## src/rtl/axil_vga_slave.sv

```systemverilog
// AXI4-Lite slave front end for the VGA text controller screen buffer.
// Terminates AW/W/B and AR/R channels and drives the buffer register port.
module axil_vga_slave #(
    parameter int C_AXI_DATA_WIDTH = 32,
    parameter int C_AXI_ADDR_WIDTH = 12,
    parameter int ADDRLSB          = $clog2(C_AXI_DATA_WIDTH) - 3,
    parameter int MEM_BYTES        = 2400
) (
    input  logic                          clk_i,
    input  logic                          rst_i,
    input  logic                          s_axil_awvalid_i,
    output logic                          s_axil_awready_o,
    input  logic [C_AXI_ADDR_WIDTH-1:0]   s_axil_awaddr_i,
    input  logic                          s_axil_wvalid_i,
    output logic                          s_axil_wready_o,
    input  logic [C_AXI_DATA_WIDTH-1:0]   s_axil_wdata_i,
    input  logic [C_AXI_DATA_WIDTH/8-1:0] s_axil_wstrb_i,
    output logic                          s_axil_bvalid_o,
    input  logic                          s_axil_bready_i,
    output logic [1:0]                    s_axil_bresp_o,
    input  logic                          s_axil_arvalid_i,
    output logic                          s_axil_arready_o,
    input  logic [C_AXI_ADDR_WIDTH-1:0]   s_axil_araddr_i,
    output logic                          s_axil_rvalid_o,
    input  logic                          s_axil_rready_i,
    output logic [C_AXI_DATA_WIDTH-1:0]   s_axil_rdata_o,
    output logic [1:0]                    s_axil_rresp_o,
    output logic                          mem_wen_o,
    output logic [C_AXI_ADDR_WIDTH-1:0]   mem_waddr_o,
    output logic [C_AXI_DATA_WIDTH-1:0]   mem_wdata_o,
    output logic [C_AXI_DATA_WIDTH/8-1:0] mem_wstrb_o,
    output logic                          mem_rreq_o,
    output logic [C_AXI_ADDR_WIDTH-1:0]   mem_raddr_o,
    input  logic [C_AXI_DATA_WIDTH-1:0]   mem_rdata_i
);
    localparam int AW = C_AXI_ADDR_WIDTH;
    localparam int DW = C_AXI_DATA_WIDTH;
    localparam int SW = C_AXI_DATA_WIDTH / 8;

    localparam logic [1:0] R_IDLE = 2'd0;
    localparam logic [1:0] R_REQ  = 2'd1;
    localparam logic [1:0] R_WAIT = 2'd2;
    localparam logic [1:0] R_RESP = 2'd3;

    localparam logic [1:0] RESP_OKAY   = 2'b00;
    localparam logic [1:0] RESP_SLVERR = 2'b10;

    localparam logic [AW-1:0] LSB_MASK  = AW'((1 << ADDRLSB) - 1);
    localparam logic [AW-1:0] MEM_LIMIT = AW'(MEM_BYTES);

    logic          r_aw_full;
    logic [AW-1:0] r_awaddr;
    logic          r_w_full;
    logic [DW-1:0] r_wdata;
    logic [SW-1:0] r_wstrb;
    logic          r_bvalid;
    logic [1:0]    r_bresp;
    logic          r_mem_wen;
    logic [AW-1:0] r_mem_waddr;
    logic [DW-1:0] r_mem_wdata;
    logic [SW-1:0] r_mem_wstrb;

    logic [1:0]    r_state;
    logic [AW-1:0] r_araddr;
    logic          r_rreq;
    logic          r_rvalid;
    logic [DW-1:0] r_rdata;
    logic [1:0]    r_rresp;

    logic w_aw_hs;
    logic w_w_hs;
    logic w_ar_hs;
    logic w_wr_issue;
    logic w_wr_in_range;

    assign w_aw_hs = s_axil_awvalid_i && !r_aw_full;
    assign w_w_hs  = s_axil_wvalid_i && !r_w_full;
    assign w_ar_hs = s_axil_arvalid_i && (r_state == R_IDLE);

    // Reads win the buffer port: a write waits out the request cycle.
    assign w_wr_issue = r_aw_full && r_w_full && !r_bvalid
                        && (r_state != R_REQ);
    assign w_wr_in_range = (r_awaddr < MEM_LIMIT);

    always_ff @(posedge clk_i) begin
        if (rst_i) begin
            r_aw_full   <= 1'b0;
            r_awaddr    <= '0;
            r_w_full    <= 1'b0;
            r_wdata     <= '0;
            r_wstrb     <= '0;
            r_bvalid    <= 1'b0;
            r_bresp     <= RESP_OKAY;
            r_mem_wen   <= 1'b0;
            r_mem_waddr <= '0;
            r_mem_wdata <= '0;
            r_mem_wstrb <= '0;
        end else begin
            r_mem_wen <= 1'b0;
            if (w_aw_hs) begin
                r_aw_full <= 1'b1;
                r_awaddr  <= s_axil_awaddr_i & ~LSB_MASK;
            end
            if (w_w_hs) begin
                r_w_full <= 1'b1;
                r_wdata  <= s_axil_wdata_i;
                r_wstrb  <= s_axil_wstrb_i;
            end
            if (r_bvalid && s_axil_bready_i) begin
                r_bvalid <= 1'b0;
            end
            if (w_wr_issue) begin
                r_aw_full   <= 1'b0;
                r_w_full    <= 1'b0;
                r_bvalid    <= 1'b1;
                r_mem_wen   <= w_wr_in_range;
                r_mem_waddr <= r_awaddr;
                r_mem_wdata <= r_wdata;
                r_mem_wstrb <= r_wstrb;
                r_bresp     <= w_wr_in_range ? RESP_OKAY : RESP_SLVERR;
            end
        end
    end

    always_ff @(posedge clk_i) begin
        if (rst_i) begin
            r_state  <= R_IDLE;
            r_araddr <= '0;
            r_rreq   <= 1'b0;
            r_rvalid <= 1'b0;
            r_rdata  <= '0;
            r_rresp  <= RESP_OKAY;
        end else begin
            r_rreq <= 1'b0;
            unique case (r_state)
                R_IDLE: begin
                    if (w_ar_hs) begin
                        r_araddr <= s_axil_araddr_i & ~LSB_MASK;
                        r_rreq   <= 1'b1;
                        r_state  <= R_REQ;
                    end
                end
                R_REQ: begin
                    r_state <= R_WAIT;
                end
                R_WAIT: begin
                    r_rvalid <= 1'b1;
                    // Out-of-range reads still hit the port; data is dropped.
                    if (r_araddr < MEM_LIMIT) begin
                        r_rdata <= mem_rdata_i;
                        r_rresp <= RESP_OKAY;
                    end else begin
                        r_rdata <= '0;
                        r_rresp <= RESP_SLVERR;
                    end
                    r_state <= R_RESP;
                end
                R_RESP: begin
                    if (s_axil_rready_i) begin
                        r_rvalid <= 1'b0;
                        r_state  <= R_IDLE;
                    end
                end
                default: r_state <= R_IDLE;
            endcase
        end
    end

    assign s_axil_awready_o = !r_aw_full;
    assign s_axil_wready_o  = !r_w_full;
    assign s_axil_bvalid_o  = r_bvalid;
    assign s_axil_bresp_o   = r_bresp;
    assign s_axil_arready_o = (r_state == R_IDLE);
    assign s_axil_rvalid_o  = r_rvalid;
    assign s_axil_rdata_o   = r_rdata;
    assign s_axil_rresp_o   = r_rresp;
    assign mem_wen_o        = r_mem_wen;
    assign mem_waddr_o      = r_mem_waddr;
    assign mem_wdata_o      = r_mem_wdata;
    assign mem_wstrb_o      = r_mem_wstrb;
    assign mem_rreq_o       = r_rreq;
    assign mem_raddr_o      = r_araddr;

endmodule

```

## config.mk

```make
export PLATFORM = sky130hd
export DESIGN_NAME = axil_vga_slave
export DESIGN_NICKNAME = d
export VERILOG_FILES = /design/src/rtl/axil_vga_slave.sv
export SDC_FILE = /design/constraint.sdc
export NUM_CORES = 1
export LEC_CHECK = 0
export BUFFER_PORTS_ARGS = -buffer_cell sky130_fd_sc_hd__buf_4
export CELL_PAD_IN_SITES_DETAIL_PLACEMENT = 1
export CELL_PAD_IN_SITES_GLOBAL_PLACEMENT = 1
export CORE_MARGIN = 2
export CORE_UTILIZATION = 37
export DETAILED_ROUTE_END_ITERATION = 10
export MAX_ROUTING_LAYER = met4
export PLACE_DENSITY_LB_ADDON = 0.1
export SLEW_MARGIN = 20
export SYNTH_ARGS = -nofsm -noshare
export SYNTH_HDL_FRONTEND = slang
export SYNTH_SLANG_ARGS = --single-unit
```

## constraint.sdc

```tcl
create_clock -name clk_i -period 4 [get_ports clk_i]
set_input_delay 1 -clock clk_i [delete_from_list [all_inputs] [get_ports clk_i]]
set_output_delay 1 -clock clk_i [all_outputs]
set_load 0.05 [all_outputs]
```

; ---- Word-level counts from Yosys, hierarchy flattened
; Index checks and enable logic that the tools add are counted.
[word_totals]
wordCells = 57
output_inout_bits = 103
ff_bits = 146
[classes]
n_reduce_logical = 19
n_mux = 11
bitwise_logic = 2
n_eq_ne = 6
n_lt_le_gt_ge = 2
[ops]
columns = cell, count
row1 = 2-to-1 mux 32 bit, 1
row2 = < comparator 12 bit (second input constant), 2
row3 = 2-to-1 mux 2 bit, 4
row4 = one-hot mux 2 bit (4 select lines), 1
row5 = logical AND 1 bit, 7
row6 = AND reduction 2 bit, 3
row7 = OR reduction 2 bit, 3
row8 = equality test 2 bit (second input constant), 2
row9 = 2-to-1 mux 1 bit, 4
row10 = inequality test 2 x 1 -> 1 bit (second input constant), 2
row11 = nonzero test 2 bit, 2
row12 = zero test 1 bit, 3
row13 = equality test 2 x 1 -> 1 bit (second input constant), 1
row14 = zero test 2 bit, 1
row15 = inequality test 2 bit (second input constant), 1
row16 = NOT 1 bit, 2
row17 = one-hot mux 1 bit (2 select lines), 1

; ---- Longest topological paths before layout
[depth]
word_depth = 5
ltp_mapped = 7
ltp_nobuf = 5

; ---- Worst setup path before layout
; OpenSTA, ideal clock, no wires.
[synth_path]
path_kind = reg2out
startpoint = register r_state[0]
endpoint = output port s_axil_arready_o
t_arrival_ps = 905
path_stages_with_launch = 3
setup_slack_ps = 2095
path_cell_list = dfxtp_1 > inv_1 > ha_1
[synth_via]
elab_chain_cells = 1
[synth_rtl]
columns = item, line
row1 = "start, declared", 63  ; logic [1:0] r_state;
row2 = "start signal, assigned", 127  ; r_state <= R_IDLE;
row3 = "start signal, assigned", 140  ; r_state <= R_REQ;
row4 = "start signal, assigned", 144  ; r_state <= R_WAIT;
row5 = zero test 2 bit, 173  ; assign s_axil_arready_o = (r_state == R_IDLE);
row6 = "end, declared", 22  ; output logic s_axil_arready_o,
; Every way passes these cells.

; ---- Worst setup path after layout
[layout_path]
startpoint = register r_state[1]
endpoint = output port s_axil_arready_o
; The elaborated chain is that of the path after synthesis.

==> results.yml <==
timing:
  skew_ns: 0.008378
  finalCritPeriodShare_pct: 59.27
  slew_viol_final: 0
  tightest_slew_ns: 0.7515
  relSlewSlack_pct: 49.90
  setup_violations: 0
  setup_tns_ns: 0
  hold_ws_ns: 0.4527
  period_needed_ns: 2.371
  hold_viol: 0
  rsz0062_at_grt: "no"
  fmax_ghz: 0.4218
critical_path:
  critical_path_class: "register to output port"
  required_ns: 3.00
  critPathCaptureType: "output port"
  r2r_slack_ns: 2.03
  startpoint: "r_state[1]"
  crit_end: "s_axil_arready_o"
  worst-r2r-cell-count: 5
  reg2reg_from: "r_state[1]"
  cp.arrival_ns: 1.37
  start_kind: "register"
  r2r-end: "s_axil_bresp_o[1]"
  cp_max_fo: 4
synth:
  yosysTopAreaCell: "dfxtp_1"
  netlist_area_mm2: 0.005275
  synth.most_common_cell: "dfxtp_1"
  synthDistinctLibCells: 32
  ys.flop_type: "dfxtp_1"
  ys_seq_area_share_pct: 54.65
  yosysWarnings: 0
  async_flop_share_pct: 0
  syn_inst: 559
  synth_edf_count: 0
  synth-seq-cells: 144
  yosysTopAreaCellShare_pct: 54.65
  synth.avg_cell_area_um2: 9.437
  ys_top_cells_by_count: "dfxtp_1, nand2_1, a21oi_1"
  ys_top_cells_by_area: "dfxtp_1, nand2_1, a22o_1"
global_route:
  gr-total-overflow: 0
  grt_use_total_pct: 19.83
  antenna_found_initial: 0
  grt_pass1_vias: 4617
  grt_first_pass_wirelength_mm: 22.61
  grt_max_degree: 76
clock_tree:
  cts_tree: "done"
  post-cts-setup-buffer-count: 0
  cts-htree-levels: 4
  numCtsBuffers: 17
  clk_latency_ns: 0.42
  cts_resized: 0
  numClockSinks: 144
  hold_buffers: 0
  clk_path_buf_depth: 2
  path_clk_slew_ns: 0.05
  root_buffer: "clkbuf_16"
flow_run:
  maxCapViolCount: 0
routing:
  post-route-drc-count: 0
  wire_per_inst_um: 15.92
  drtIter0Drc: 219
  ant_nets: 0
  avgViaCountPerCell: 5.060
  route.vias.total: 4630
  first_pass_iters: 4
  drt_wl_total_mm: 14.57
layout:
  utilization_pct: 52.58
  final_cells: 915
  fin_nets: 828
  drive_gt1_share_pct: 31.56
  diodes: 0
  syn_to_final_growth_pct: 38.35
place:
  io_buffers: 191
  gp_congestion: 0.7078
  hpwl_mm: 9.873
  place_inst: 885
power:
  vdd_ir_drop_max_v: 0.0004154
  cellLeakagePower_uw: 0.003044
  powerDensity_mw_per_mm2: 592.7
  power.total_uw: 4325
min_path:
  hold_class: "register to register"
  min_from: "r_wdata[17]"
floorplan:
  die_h_um: 123.4
  coreArea_mm2: 0.01388
  num_rows: 43
  initial_core_util_pct: 38.00
  die_w_um: 123.4
  die_area_mm2: 0.01523
  ios: 202
run_status:
  status: "finished, final reports clean"
## metal layers
metal / part of all wire, % / GRT usage [%]
met5: 0 / -
met4: 1.1 / 6.321
met3: 7.0 / 6.734
met2: 50 / 32.66
met1: 41 / 22.70
## flip-flops by register name, summed over array words and instances (netlist names)
register and flops:
mem_wdata_o 32, s_axil_rresp_o 1, mem_wen_o 1, s_axil_rvalid_o 1
r_w_full 1, r_aw_full 1, s_axil_bresp_o 1, r_wdata 32
s_axil_bvalid_o 1, mem_wstrb_o 4, r_state 2, mem_rreq_o 1
r_wstrb 4, mem_waddr_o 10, mem_raddr_o 10, s_axil_rdata_o 32
r_awaddr 10
## worst min-delay path by stage
stage | slack (ns) | cells past startpoint | end
finish | 0.45 | 2 | r_wdata[17]
global route | 0.47 | 2 | r_wdata[27]
CTS | 0.46 | 2 | r_wdata[17]
detailed placement | 0.45 | 2 | r_wdata[5]
global placement | 0.44 | 2 | r_wdata[0]
floorplan | 0.44 | 2 | r_awaddr[2]
## area by class of cell
| cell class | instances | area [um2] |
|---|---|---|
| clock buffer | 21 | 460.4 |
| clock inverter | 9 | 87.58 |
| fill | 1575 | 6583 |
| inverter | 36 | 135.1 |
| multi-input combinational | 328 | 2008 |
| sequential | 144 | 2883 |
| tap | 180 | 225.2 |
| timing repair buffer | 197 | 1499 |
## worst max-delay path, stage by stage, from the launching register on
cell,delay (ns)
dfxtp_1,0.41
inv_1,0.11
ha_1,0.23
buf_4,0.20
## metrics by stage
| stage | worst slack [ns] | area, um2 |
|---|---|---|
| 3_5_place_dp | 1.337 | 6740 |
| 4_1_cts | 1.638 | 7288 |
| 5_1_grt | 1.552 | 7298 |
| 6_report | 1.629 | 7298 |
| 3_3_place_gp | 1.286 | 6713 |
| 2_1_floorplan | 2.095 | 5294 |
## cells in the final DEF (no fill, tap or decap), types with 2 or more instances in the layout
cell type,count
a21oi_1,59
clkinvlp_4,4
nor2_1,5
nand2b_1,2
clkinv_4,2
clkbuf_8,2
o32ai_1,32
conb_1,6
dfxtp_1,144
clkbuf_1,2
nor2b_1,4
clkbuf_16,17
inv_1,36
nand4b_1,32
ha_1,4
a22o_1,46
o21a_1,4
nand2_1,117
buf_4,196
clkinv_2,2
## power by group
group          internal, uW  switching, uW  total (uW)
sequential             1590           92.3        1680
clock                   879            590        1470
combinational           372            804        1180
## logic make-up (layout without fill, tap and decap cells)
| logic type | after synthesis | after routing | synth area share [%] |
|---|---|---|---|
| compound gates | 147 | 147 | 19.92 |
| fa+ha+maj | 5 | 5 | 1.186 |
| buf+inv | 92 | 263 | 8.136 |
| flops | 144 | 144 | 54.65 |
| other cells | 1 | 6 | 0.07109 |
| simple gates | 170 | 170 | 16.03 |
Power figures use the tool's default switching activity.
